**src/rtl/kmeans_point_loader.sv**
```systemverilog
// kmeans_point_loader: host-side loader for k_means_core.
// Packs a coordinate stream into RAM words, writes them through the core's
// load port, then raises go with the run window and threshold until the
// core signals interuptt.
//
// Ports:
//   clk, rst                 single clock, synchronous active-high reset
//   cfg_start/base/count/thr start request and run parameters
//   cfg_busy, cfg_error      status: busy outside IDLE, rejected-start pulse
//   coord_valid/data/ready   coordinate stream, one coordinate per beat
//   ram_address/data         packed point word and its RAM address
//   w_r_ram, chip_select_ram_n  active-low write strobe pair
//   go, first/last_ram_address, threshold_value  run request to the core
//   interuptt                core completion
//   done                     one-cycle run-complete pulse
module kmeans_point_loader #(
    parameter int addrWidth       = 9,
    parameter int dataWidth       = 91,
    parameter int cordinate_width = 13,
    parameter int dims            = 7,
    parameter int count_width     = 10,
    parameter int manhatten_width = 16
) (
    input  logic                       clk,
    input  logic                       rst,
    input  logic                       cfg_start,
    input  logic [addrWidth-1:0]       cfg_base_addr,
    input  logic [count_width-1:0]     cfg_point_count,
    input  logic [manhatten_width-1:0] cfg_threshold,
    output logic                       cfg_busy,
    output logic                       cfg_error,
    input  logic                       coord_valid,
    input  logic [cordinate_width-1:0] coord_data,
    output logic                       coord_ready,
    output logic [addrWidth-1:0]       ram_address,
    output logic [dataWidth-1:0]       ram_data,
    output logic                       w_r_ram,
    output logic                       chip_select_ram_n,
    output logic                       go,
    output logic [addrWidth-1:0]       first_ram_address,
    output logic [addrWidth-1:0]       last_ram_address,
    output logic [manhatten_width-1:0] threshold_value,
    input  logic                       interuptt,
    output logic                       done
);

    localparam int CIW = $clog2(dims);

    localparam logic [2:0] ST_IDLE  = 3'd0;
    localparam logic [2:0] ST_LOAD  = 3'd1;
    localparam logic [2:0] ST_WRITE = 3'd2;
    localparam logic [2:0] ST_RUN   = 3'd3;
    localparam logic [2:0] ST_DONE  = 3'd4;

    localparam logic [CIW-1:0]       LAST_COORD = CIW'(dims - 1);
    localparam logic [count_width:0] DEPTH      = (count_width + 1)'(1 << addrWidth);

    logic [2:0]                                  state_q, state_d;
    logic [CIW-1:0]                              coord_idx_q, coord_idx_d;
    logic [count_width-1:0]                      point_idx_q, point_idx_d;
    logic [addrWidth-1:0]                        base_q, base_d;
    logic [count_width-1:0]                      count_q, count_d;
    logic [dims-1:0][cordinate_width-1:0]        pack_q, pack_d;
    logic [addrWidth-1:0]                        ram_address_q, ram_address_d;
    logic [dataWidth-1:0]                        ram_data_q, ram_data_d;
    logic                                        w_r_ram_q, w_r_ram_d;
    logic                                        cs_n_q, cs_n_d;
    logic                                        go_q, go_d;
    logic [addrWidth-1:0]                        first_q, first_d;
    logic [addrWidth-1:0]                        last_q, last_d;
    logic [manhatten_width-1:0]                  thresh_q, thresh_d;
    logic                                        coord_ready_q, coord_ready_d;
    logic                                        done_q, done_d;
    logic                                        cfg_error_q, cfg_error_d;
    logic                                        cfg_busy_q, cfg_busy_d;

    // One extra bit so base+count can be compared against the RAM depth
    // without wrapping: base+count-1 > 511 is the same as base+count > 512.
    logic [count_width:0] span;
    logic                 start_bad;

    assign span = (count_width + 1)'(cfg_base_addr)
                + (count_width + 1)'(cfg_point_count);
    assign start_bad = (cfg_point_count == '0) || (span > DEPTH);

    always_comb begin
        state_d       = state_q;
        coord_idx_d   = coord_idx_q;
        point_idx_d   = point_idx_q;
        base_d        = base_q;
        count_d       = count_q;
        pack_d        = pack_q;
        ram_address_d = ram_address_q;
        ram_data_d    = ram_data_q;
        w_r_ram_d     = 1'b1;
        cs_n_d        = 1'b1;
        go_d          = go_q;
        first_d       = first_q;
        last_d        = last_q;
        thresh_d      = thresh_q;
        coord_ready_d = coord_ready_q;
        done_d        = 1'b0;
        cfg_error_d   = 1'b0;
        cfg_busy_d    = cfg_busy_q;

        unique case (state_q)
            ST_IDLE: begin
                if (cfg_start) begin
                    if (start_bad) begin
                        cfg_error_d = 1'b1;
                    end else begin
                        base_d        = cfg_base_addr;
                        count_d       = cfg_point_count;
                        point_idx_d   = '0;
                        coord_idx_d   = '0;
                        // The previous window stays visible until here.
                        first_d       = cfg_base_addr;
                        last_d        = cfg_base_addr
                                      + cfg_point_count[addrWidth-1:0]
                                      - 1'b1;
                        thresh_d      = cfg_threshold;
                        coord_ready_d = 1'b1;
                        cfg_busy_d    = 1'b1;
                        state_d       = ST_LOAD;
                    end
                end
            end
            ST_LOAD: begin
                if (coord_valid && coord_ready_q) begin
                    pack_d[coord_idx_q] = coord_data;
                    if (coord_idx_q == LAST_COORD) begin
                        coord_idx_d   = '0;
                        coord_ready_d = 1'b0;
                        cs_n_d        = 1'b0;
                        w_r_ram_d     = 1'b0;
                        ram_address_d = base_q
                                      + point_idx_q[addrWidth-1:0];
                        ram_data_d    = pack_d;
                        state_d       = ST_WRITE;
                    end else begin
                        coord_idx_d = coord_idx_q + 1'b1;
                    end
                end
            end
            ST_WRITE: begin
                if (point_idx_q == count_q - 1'b1) begin
                    go_d    = 1'b1;
                    state_d = ST_RUN;
                end else begin
                    point_idx_d   = point_idx_q + 1'b1;
                    coord_ready_d = 1'b1;
                    state_d       = ST_LOAD;
                end
            end
            ST_RUN: begin
                if (interuptt) begin
                    go_d    = 1'b0;
                    done_d  = 1'b1;
                    state_d = ST_DONE;
                end
            end
            ST_DONE: begin
                cfg_busy_d = 1'b0;
                state_d    = ST_IDLE;
            end
            default: begin
                state_d = ST_IDLE;
            end
        endcase
    end

    always_ff @(posedge clk) begin
        if (rst) begin
            state_q       <= ST_IDLE;
            coord_idx_q   <= '0;
            point_idx_q   <= '0;
            base_q        <= '0;
            count_q       <= '0;
            pack_q        <= '0;
            ram_address_q <= '0;
            ram_data_q    <= '0;
            w_r_ram_q     <= 1'b1;
            cs_n_q        <= 1'b1;
            go_q          <= 1'b0;
            first_q       <= '0;
            last_q        <= '0;
            thresh_q      <= '0;
            coord_ready_q <= 1'b0;
            done_q        <= 1'b0;
            cfg_error_q   <= 1'b0;
            cfg_busy_q    <= 1'b0;
        end else begin
            state_q       <= state_d;
            coord_idx_q   <= coord_idx_d;
            point_idx_q   <= point_idx_d;
            base_q        <= base_d;
            count_q       <= count_d;
            pack_q        <= pack_d;
            ram_address_q <= ram_address_d;
            ram_data_q    <= ram_data_d;
            w_r_ram_q     <= w_r_ram_d;
            cs_n_q        <= cs_n_d;
            go_q          <= go_d;
            first_q       <= first_d;
            last_q        <= last_d;
            thresh_q      <= thresh_d;
            coord_ready_q <= coord_ready_d;
            done_q        <= done_d;
            cfg_error_q   <= cfg_error_d;
            cfg_busy_q    <= cfg_busy_d;
        end
    end

    assign cfg_busy          = cfg_busy_q;
    assign cfg_error         = cfg_error_q;
    assign coord_ready       = coord_ready_q;
    assign ram_address       = ram_address_q;
    assign ram_data          = ram_data_q;
    assign w_r_ram           = w_r_ram_q;
    assign chip_select_ram_n = cs_n_q;
    assign go                = go_q;
    assign first_ram_address = first_q;
    assign last_ram_address  = last_q;
    assign threshold_value   = thresh_q;
    assign done              = done_q;

endmodule
```
**config.mk**
```make
export PLATFORM = sky130hd
export DESIGN_NAME = kmeans_point_loader
export DESIGN_NICKNAME = d
export VERILOG_FILES = /design/src/rtl/kmeans_point_loader.sv
export SDC_FILE = /design/constraint.sdc
export NUM_CORES = 1
export LEC_CHECK = 0
export BUFFER_PORTS_ARGS = -buffer_cell sky130_fd_sc_hd__buf_2
export CAP_MARGIN = 20
export CORE_ASPECT_RATIO = 1.25
export CORE_MARGIN = 2
export CORE_UTILIZATION = 45
export DETAILED_ROUTE_END_ITERATION = 8
export PLACE_DENSITY = 0.67
export SLEW_MARGIN = 20
export SYNTH_ARGS = -nofsm -noshare
export SYNTH_HDL_FRONTEND = slang
export SYNTH_SLANG_ARGS = --single-unit
```
**constraint.sdc**
```tcl
create_clock -name clk -period 4.8 [get_ports clk]
set_clock_uncertainty 0.05 [all_clocks]
set_input_delay 0.24 -clock clk [delete_from_list [all_inputs] [get_ports clk]]
set_output_delay 0.24 -clock clk [all_outputs]
set_load 0.02 [all_outputs]
```
== Word-level counts from Yosys, hierarchy flattened ==
Cells that the tools add are included.
Widths: inputs -> output; s select.

* Input bits: 53
* Output and inout bits: 141
* Word-level logic and storage cells: 105
* Register bits after elaboration: 257

* Bitwise logic cells: 6
* Equal/unequal tests: 13
* Mux-type cells: 32
* Order comparisons: 3
* Reductions and logical operators: 22
* Add/sub/neg operators: 7

{| class="wikitable"
|+ Operators with widths
! cell !! number
|-
| $bwmux 91 || 1
|-
| $demux 13 s3 || 1
|-
| $mux 10 || 3
|-
| $mux 3 || 9
|-
| $pmux 10 s2 || 1
|-
| $add 9x9->9 || 2
|-
| $ne 2x2->1 const B || 7
|-
| $mux 13 || 1
|-
| $pmux 3 s4 || 1
|-
| $reduce_and 3->1 || 4
|-
| $add 9x10->11 || 1
|-
| $gt 11x10->1 const B || 1
|-
| $add 10x1->10 const B || 1
|-
| $eq 10x10->1 || 1
|-
| $logic_not 10->1 || 1
|-
| $mux 1 || 10
|-
| $sub 10x1->10 const B || 1
|-
| $sub 9x1->9 const B || 1
|-
| $reduce_and 4->1 || 2
|-
| $reduce_bool 2->1 || 4
|-
| $eq 3x2->1 const B || 2
|-
| $eq 3x3->1 const B || 2
|-
| $not 1->1 || 6
|-
| $pmux 3 s2 || 1
|-
| 16 further kinds || 19
|}

== Logic depth before layout (Yosys ltp) ==
* Depth in word-level cells: 6
* Depth in mapped cells: 14
* Gate-level depth less buffers: 14

== Least setup slack after synthesis ==
OpenSTA, ideal clock, no wires.

* Kind: input-to-reg
* Start: in cfg_base_addr[0]
* End: reg first_q[5] (netlist: first_ram_address[5])
* Arrival: 2573 ps
* Cell stages on the path: 12
* Path buffers: 1
* Library setup time: 128 ps
* Required time: 4622 ps
* Setup slack: 2049 ps
* Cells stage by stage: ha_1 -> inv_1 -> fa_1 -> nand2b_1 -> a211oi_1 -> o211ai_1 -> nand2b_1 -> a2111o_1 -> a21oi_4 -> buf_2 -> mux2i_1 -> nor2_1

* Word-level cells in the longest chain between the ends: 5

{| class="wikitable"
|+ RTL lines
! element !! RTL line !! source
|-
| start: declaration || 27 || <nowiki>input logic [addrWidth-1:0] cfg_base_addr,</nowiki>
|-
| $add 9x10->11 || 83 || <nowiki>+ (count_width + 1)'(cfg_point_count);</nowiki>
|-
| $gt 11x10->1 || 84 || <nowiki>assign start_bad = (cfg_point_count == '0) || (span > DEPTH);</nowiki>
|-
| $logic_or 1x1->1 || 84 ||
|-
| $not 1->1 (no line) || n/a ||
|-
| $reduce_and 3->1 (no line) || n/a ||
|-
| end signal: assignment || 204 || <nowiki>first_q <= first_d;</nowiki>
|-
| end: declaration || 69 || <nowiki>logic [addrWidth-1:0] first_q, first_d;</nowiki>
|}

Every way passes these cells.
A chain may end at the register's enable or synchronous reset.

== Worst setup path after layout ==
* Start: in cfg_point_count[0]
* End: reg point_idx_q[0]

* Word-level cells in the longest chain between the ends: 5
* Elaborated cells between the ends (all ways): 6
* Classes of those cells: add/sub: 1; order compare: 1; eq/ne: 1; reduce/logical: 3

{| class="wikitable"
|+ RTL lines
! element !! RTL line !! source
|-
| start: declaration || 28 || <nowiki>input logic [count_width-1:0] cfg_point_count,</nowiki>
|-
| $add 9x10->11 || 83 ||
|-
| $gt 11x10->1 || 84 ||
|-
| $logic_or 1x1->1 * || 84 ||
|-
| $ne 2x2->1 (no line) * || n/a ||
|-
| $reduce_and 4->1 (no line) * || n/a ||
|-
| end signal: assignment || 195 || <nowiki>point_idx_q <= point_idx_d;</nowiki>
|-
| end: declaration || 60 || <nowiki>logic [count_width-1:0] point_idx_q, point_idx_d;</nowiki>
|}

Every way passes the cells marked *; elsewhere a longest branch is shown, timed or not.

==> impl.org <==
** Place
- Prior to clock tree synthesis, the placed netlist has a worst setup slack of 1280 ps.
- Count of port buffers added during placement :: 193
- Once detailed placement completed, the half-perimeter wirelength came to 17.7 mm.
- The congestion estimate from routability-driven global placement came to approximately 0.89.

** Synthesis
- After synthesis, the share of flip-flops with an asynchronous set or reset is 0.
- In this run the cell area of the synthesized design comes to between 10000 and 15000 µm².
- Share of synthesized area spent on multiplexers :: 0.0578
- Yosys mapped a number of flops with a built-in enable equal to 0.
- Warnings, synthesis :: 0
- Most area-consuming cells after synthesis :: sky130_fd_sc_hd__dfxtp_1 (48%), sky130_fd_sc_hd__nand2_1 (13%), sky130_fd_sc_hd__a21oi_1 (8.9%)
- Of the total synthesized cell area, the portion taken by full adders, half adders and majority gates is 0.0475.
- Number of distinct library cell variants in the gate-level netlist after synthesis :: between 50 and 60
- Syn Nets :: 1348
- Of the total synthesized cell area, the portion taken by AND, OR, NAND and NOR gates is 0.212.
- Synthesis handed over a netlist of 1258 instances.
- Top-area cell type share of the netlist area :: 0.478
- The share of the Yosys chip area taken by registers is 0.478.
- Synthesized-area fraction occupied by ao, oa, aoi and oai cells :: 0.135
- Most frequently used flop master after synthesis :: sky130_fd_sc_hd__dfxtp_1
- Of the total synthesized cell area, the portion taken by XOR and XNOR cells is 0.0231.
- The synthesized design contains 244 register bits.
- In this run the mean area of a mapped cell was roughly 8.1 µm².
- Largest area contributor in the netlist :: sky130_fd_sc_hd__dfxtp_1
- Combinational family with the most area after synthesis :: simple AND/OR/NAND/NOR gates

** Route
- Total vias in the final route :: 9096
- Dividing the detail-routed wire length by the instance count gives 15.5 µm.
- Final wirelength :: between 20 and 30 mm
- Initial DRC Count :: ~460
- Number of vias per cell after detailed routing :: about 5.2
- The first detailed-routing pass ran for 5 iterations.
- DRC violations left :: 0
- Once detail routing completed, the nets flagged for antenna violations numbered 0.

** Power
- Total power density per cell area :: 359 nW/µm²
- Internal power comes to about 3.4 mW.
- Peak ir drop on the vdd network :: roughly 0.26 mV
- Static leakage :: approximately 5.2 nW
- Of the total power, the share spent switching nets is 0.236.
- Total power for the finished layout comes to 4.49 mW.
- P_sw :: about 1.1 mW
- Sequential fraction of design power :: 0.463
- The share of total power dissipated in combinational logic is 0.095.
- Power share of the clock group :: 0.442

** Critical path
- Along the worst path, the maximum fanout reaches 11.
- Data required time at the worst endpoint :: approximately 5100 ps
- The worst setup path is launched from a primary input.
- STA classifies the critical path endpoint as a flop.
- Maximum single-stage delay on the critical path :: between 500 and 600 ps
- Together, buffers and inverters on the worst path number 3.
- The startpoint identified for the worst register-to-register timing path is count_q[2].
- Worst Path Arrival :: approximately 3800 ps
- Across all register-to-register paths, the minimum setup slack is between 1500 and 2000 ps.
- In this design, the critical path's most frequently occurring cell is sky130_fd_sc_hd__nand2b_1.
- The worst register-to-register path ends at point_idx_q[0].
- Among cell families on the critical path, the largest total delay comes from compound AO/OA/AOI/OAI gates.
- Crit-path cells :: dlygate4sd3_1, buf_2, ha_1, inv_1, fa_1, nand2b_1, a211oi_1, o211ai_1, nand2b_1, a2111o_1, a31o_1, nor2_1, o22ai_1
- Crit path kind :: in -> reg
- For the worst flop-to-flop path, the logic depth is 8.
- Cell with the largest stage delay on the worst path :: sky130_fd_sc_hd__nor2_1

** Clock network
- Number of gates given a new drive strength after cts :: 0
- Max Buffers Root-to-Sink :: 3
- The root buffer cell chosen for the clock tree is sky130_fd_sc_hd__clkbuf_16.
- Clk Latency, worst-skew pair :: 500 ps
- The number of clock buffers added by TritonCTS is 25.
- TritonCTS clock tree :: done
- Clock input transition at the sequential cells of the worst setup and hold paths :: ~60 ps
- CTS built an H-tree with a depth of 1.
- Total number of clock tree sinks :: 244

** Floorplanning
- The floorplan step defined a core boundary enclosing 22300 µm².
- Row cnt :: 61
- The floorplan step defined a die boundary enclosing between 20000 and 25000 µm².
- For this design the top-level I/O count stands at 194.
- For this configuration, the core starts out at a cell density of 0.459.
- Die span in y :: approximately 170 µm
- Die W :: 139 µm

** Cells and area
- Share of post-route cells with drive strength above 1 :: 0.170
- Layout net count :: roughly 1500
- The number of antenna diodes in the final layout is 0.
- Compared with the post-synthesis result, the final layout area differs by 22.5%.

** Worst hold path
- Worst hold path cell count :: 3
- Min-Delay Startpoint :: cfg_point_count[7]
- The path with the worst hold slack has its endpoint at count_q[7].
- In this run the worst hold path is classified as in -> reg.

** Global route
- Largest net degree at the start of global routing :: ~120
- First-pass GRT wire length :: ~44 mm
- Overall fraction of global-route tracks in use :: 0.217
- Grt total ovfl :: 0
- Initial antenna violation count :: 0
- Vias in the first global route :: roughly 8600

** STA
- The smallest clock period supported by the final layout is computed as about 3500 ps.
- After routing, the total negative slack on setup checks comes to 0 ps.
- At the pin with the least slew margin, the transition time is 1080 ps.
- Setup violations remaining at the end of the flow were counted as 0.
- Based on the critical path, the design can be clocked at up to around 280 MHz.
- The number of slew-limit violations in the final report was 0.
- Post-route clock period utilization :: 0.733
- The worst pin sits at a relative slew slack of 0.277.
- RSZ-0062 raised after global routing :: no
- Setup slack of the critical path after layout :: around 1300 ps
- Total count of hold-check failures in the final report :: 0

** Run
- Across the run, the number of max-cap violations was 0.

** Run status
- Outcome :: finished clean
how the worst max path moves through the flow:
stage | start | to | slack (ps) | depth (start not counted)
finish | cfg_point_count[0] | point_idx_q[0] | 1280 | 13
detailed placement | cfg_point_count[0] | point_idx_q[0] | 1280 | 12
CTS | cfg_point_count[0] | point_idx_q[0] | 1280 | 13
global placement | cfg_point_count[0] | point_idx_q[0] | 1400 | 12
global route | cfg_base_addr[0] | point_idx_q[0] | 1020 | 13
floorplan | cfg_base_addr[0] | first_ram_address[5] | 2050 | 12
cells in the mapped netlist, types with 3 or more instances:
master	instances
sky130_fd_sc_hd__o211ai_1	4
sky130_fd_sc_hd__fa_1	3
sky130_fd_sc_hd__or3_1	4
sky130_fd_sc_hd__o32ai_1	3
sky130_fd_sc_hd__a21o_1	6
sky130_fd_sc_hd__a31oi_1	5
sky130_fd_sc_hd__and3_1	3
sky130_fd_sc_hd__nand3_1	11
sky130_fd_sc_hd__nand3b_1	5
sky130_fd_sc_hd__a21oi_1	182
sky130_fd_sc_hd__nor4_1	3
sky130_fd_sc_hd__o21ai_0	20
sky130_fd_sc_hd__and2_1	3
sky130_fd_sc_hd__clkbuf_1	64
sky130_fd_sc_hd__o21ai_1	5
sky130_fd_sc_hd__nand4_1	5
sky130_fd_sc_hd__mux2i_1	59
sky130_fd_sc_hd__ha_1	34
sky130_fd_sc_hd__nor2b_1	10
sky130_fd_sc_hd__or4_1	5
sky130_fd_sc_hd__nor2_1	92
sky130_fd_sc_hd__inv_1	47
sky130_fd_sc_hd__nand2_1	342
sky130_fd_sc_hd__nor3_1	13
sky130_fd_sc_hd__xnor2_1	20
sky130_fd_sc_hd__buf_4	5
sky130_fd_sc_hd__dfxtp_1	244
sky130_fd_sc_hd__a211oi_1	8
sky130_fd_sc_hd__xor2_1	7
sky130_fd_sc_hd__nand2b_1	15
sky130_fd_sc_hd__buf_1	4
cell families (layout without fill, tap and decap cells):
logic type / Yosys count / in the layout
buffers and inverters: 122 / 326
multiplexers: 59 / 59
AND/OR/NAND/NOR: 520 / 520
XOR/XNOR: 27 / 27
adder cells (fa/ha/maj): 37 / 37
flip-flops: 244 / 244
AO/OA/AOI/OAI: 249 / 249
through the flow:
stage	instances	utilization	cell area [µm²]	hold WS (ps)
2_1_floorplan	1258	-	10200	326
3_3_place_gp	1667	0.509	11300	386
3_5_place_dp	1667	0.509	11300	393
4_1_cts	1745	0.562	12500	2.31
5_1_grt	1745	0.562	12500	26.7
6_report	1745	0.562	12500	19.7
metal layers:
layer | vias up | wire length, µm | track usage
met5 | - | 0 | 0
met4 | 0 | 677 | 0.0652
met3 | 51 | 1460 | 0.0346
met2 | 266 | 13400 | 0.382
met1 | 4242 | 11600 | 0.274
li1 | 4537 | - | -
sequential cells by signal, indices dropped and copies added (netlist names):
signal and count:
count_q 10, coord_idx_q 3, done 1, go 1, point_idx_q 10, ram_data 91, pack_q 78, chip_select_ram_n 1
first_ram_address 9, state_q 3, cfg_error 1, threshold_value 16, coord_ready 1, cfg_busy 1, ram_address 9, last_ram_address 9
power by group through the flow:
stage          Clock (mW)  Combinational (mW)  Sequential (mW)
6_report             1.99               0.425             2.08
5_1_grt              2.12               0.467             2.08
4_1_cts              2.03               0.422             2.08
3_5_place_dp            0               0.399             2.12
3_3_place_gp            0               0.395             2.12
2_1_floorplan           0               0.248             2.15
cell type report:
type	count	area, µm²
flip-flops and latches	244	4880
inverters	47	176
repair buffers	235	1370
clock inverters	7	110
multi-input cells	892	4900
clock buffers	37	731
well taps	283	354
fillers	2096	9760
cell usage in the layout (no fill, tap or decap), types with 4 or more instances in the layout:
master,Yosys,layout
sky130_fd_sc_hd__clkbuf_1,64,6
sky130_fd_sc_hd__dfxtp_1,244,244
sky130_fd_sc_hd__dlygate4sd3_1,0,34
sky130_fd_sc_hd__xnor2_1,20,20
sky130_fd_sc_hd__nand4_1,5,5
sky130_fd_sc_hd__a21o_1,6,6
sky130_fd_sc_hd__nand2_1,342,342
sky130_fd_sc_hd__nor3_1,13,12
sky130_fd_sc_hd__nand2b_1,15,15
sky130_fd_sc_hd__inv_1,47,47
sky130_fd_sc_hd__o211ai_1,4,4
sky130_fd_sc_hd__buf_4,5,8
sky130_fd_sc_hd__mux2i_1,59,59
sky130_fd_sc_hd__a31oi_1,5,5
sky130_fd_sc_hd__buf_2,2,192
sky130_fd_sc_hd__clkinv_2,0,4
sky130_fd_sc_hd__ha_1,34,34
sky130_fd_sc_hd__or3_1,4,4
sky130_fd_sc_hd__o21ai_0,20,20
sky130_fd_sc_hd__or4_1,5,5
sky130_fd_sc_hd__clkbuf_8,0,6
sky130_fd_sc_hd__nand3b_1,5,5
sky130_fd_sc_hd__xor2_1,7,7
sky130_fd_sc_hd__clkbuf_16,0,25
sky130_fd_sc_hd__a211oi_1,8,8
sky130_fd_sc_hd__a21oi_1,182,182
sky130_fd_sc_hd__nor2b_1,10,10
sky130_fd_sc_hd__o21ai_1,5,5
sky130_fd_sc_hd__nor2_1,92,92
sky130_fd_sc_hd__nand3_1,11,10
tightest hold or removal path: stages:
cell	delay, ps
sky130_fd_sc_hd__buf_2	140
sky130_fd_sc_hd__mux2i_1	80
sky130_fd_sc_hd__nor2_1	70
timing repair:
action,in CTS,in global routing
hold buffers,34,0
hold endpoints to repair,35,0
buffers inserted,0,0
Power figures use the tool's default switching activity.
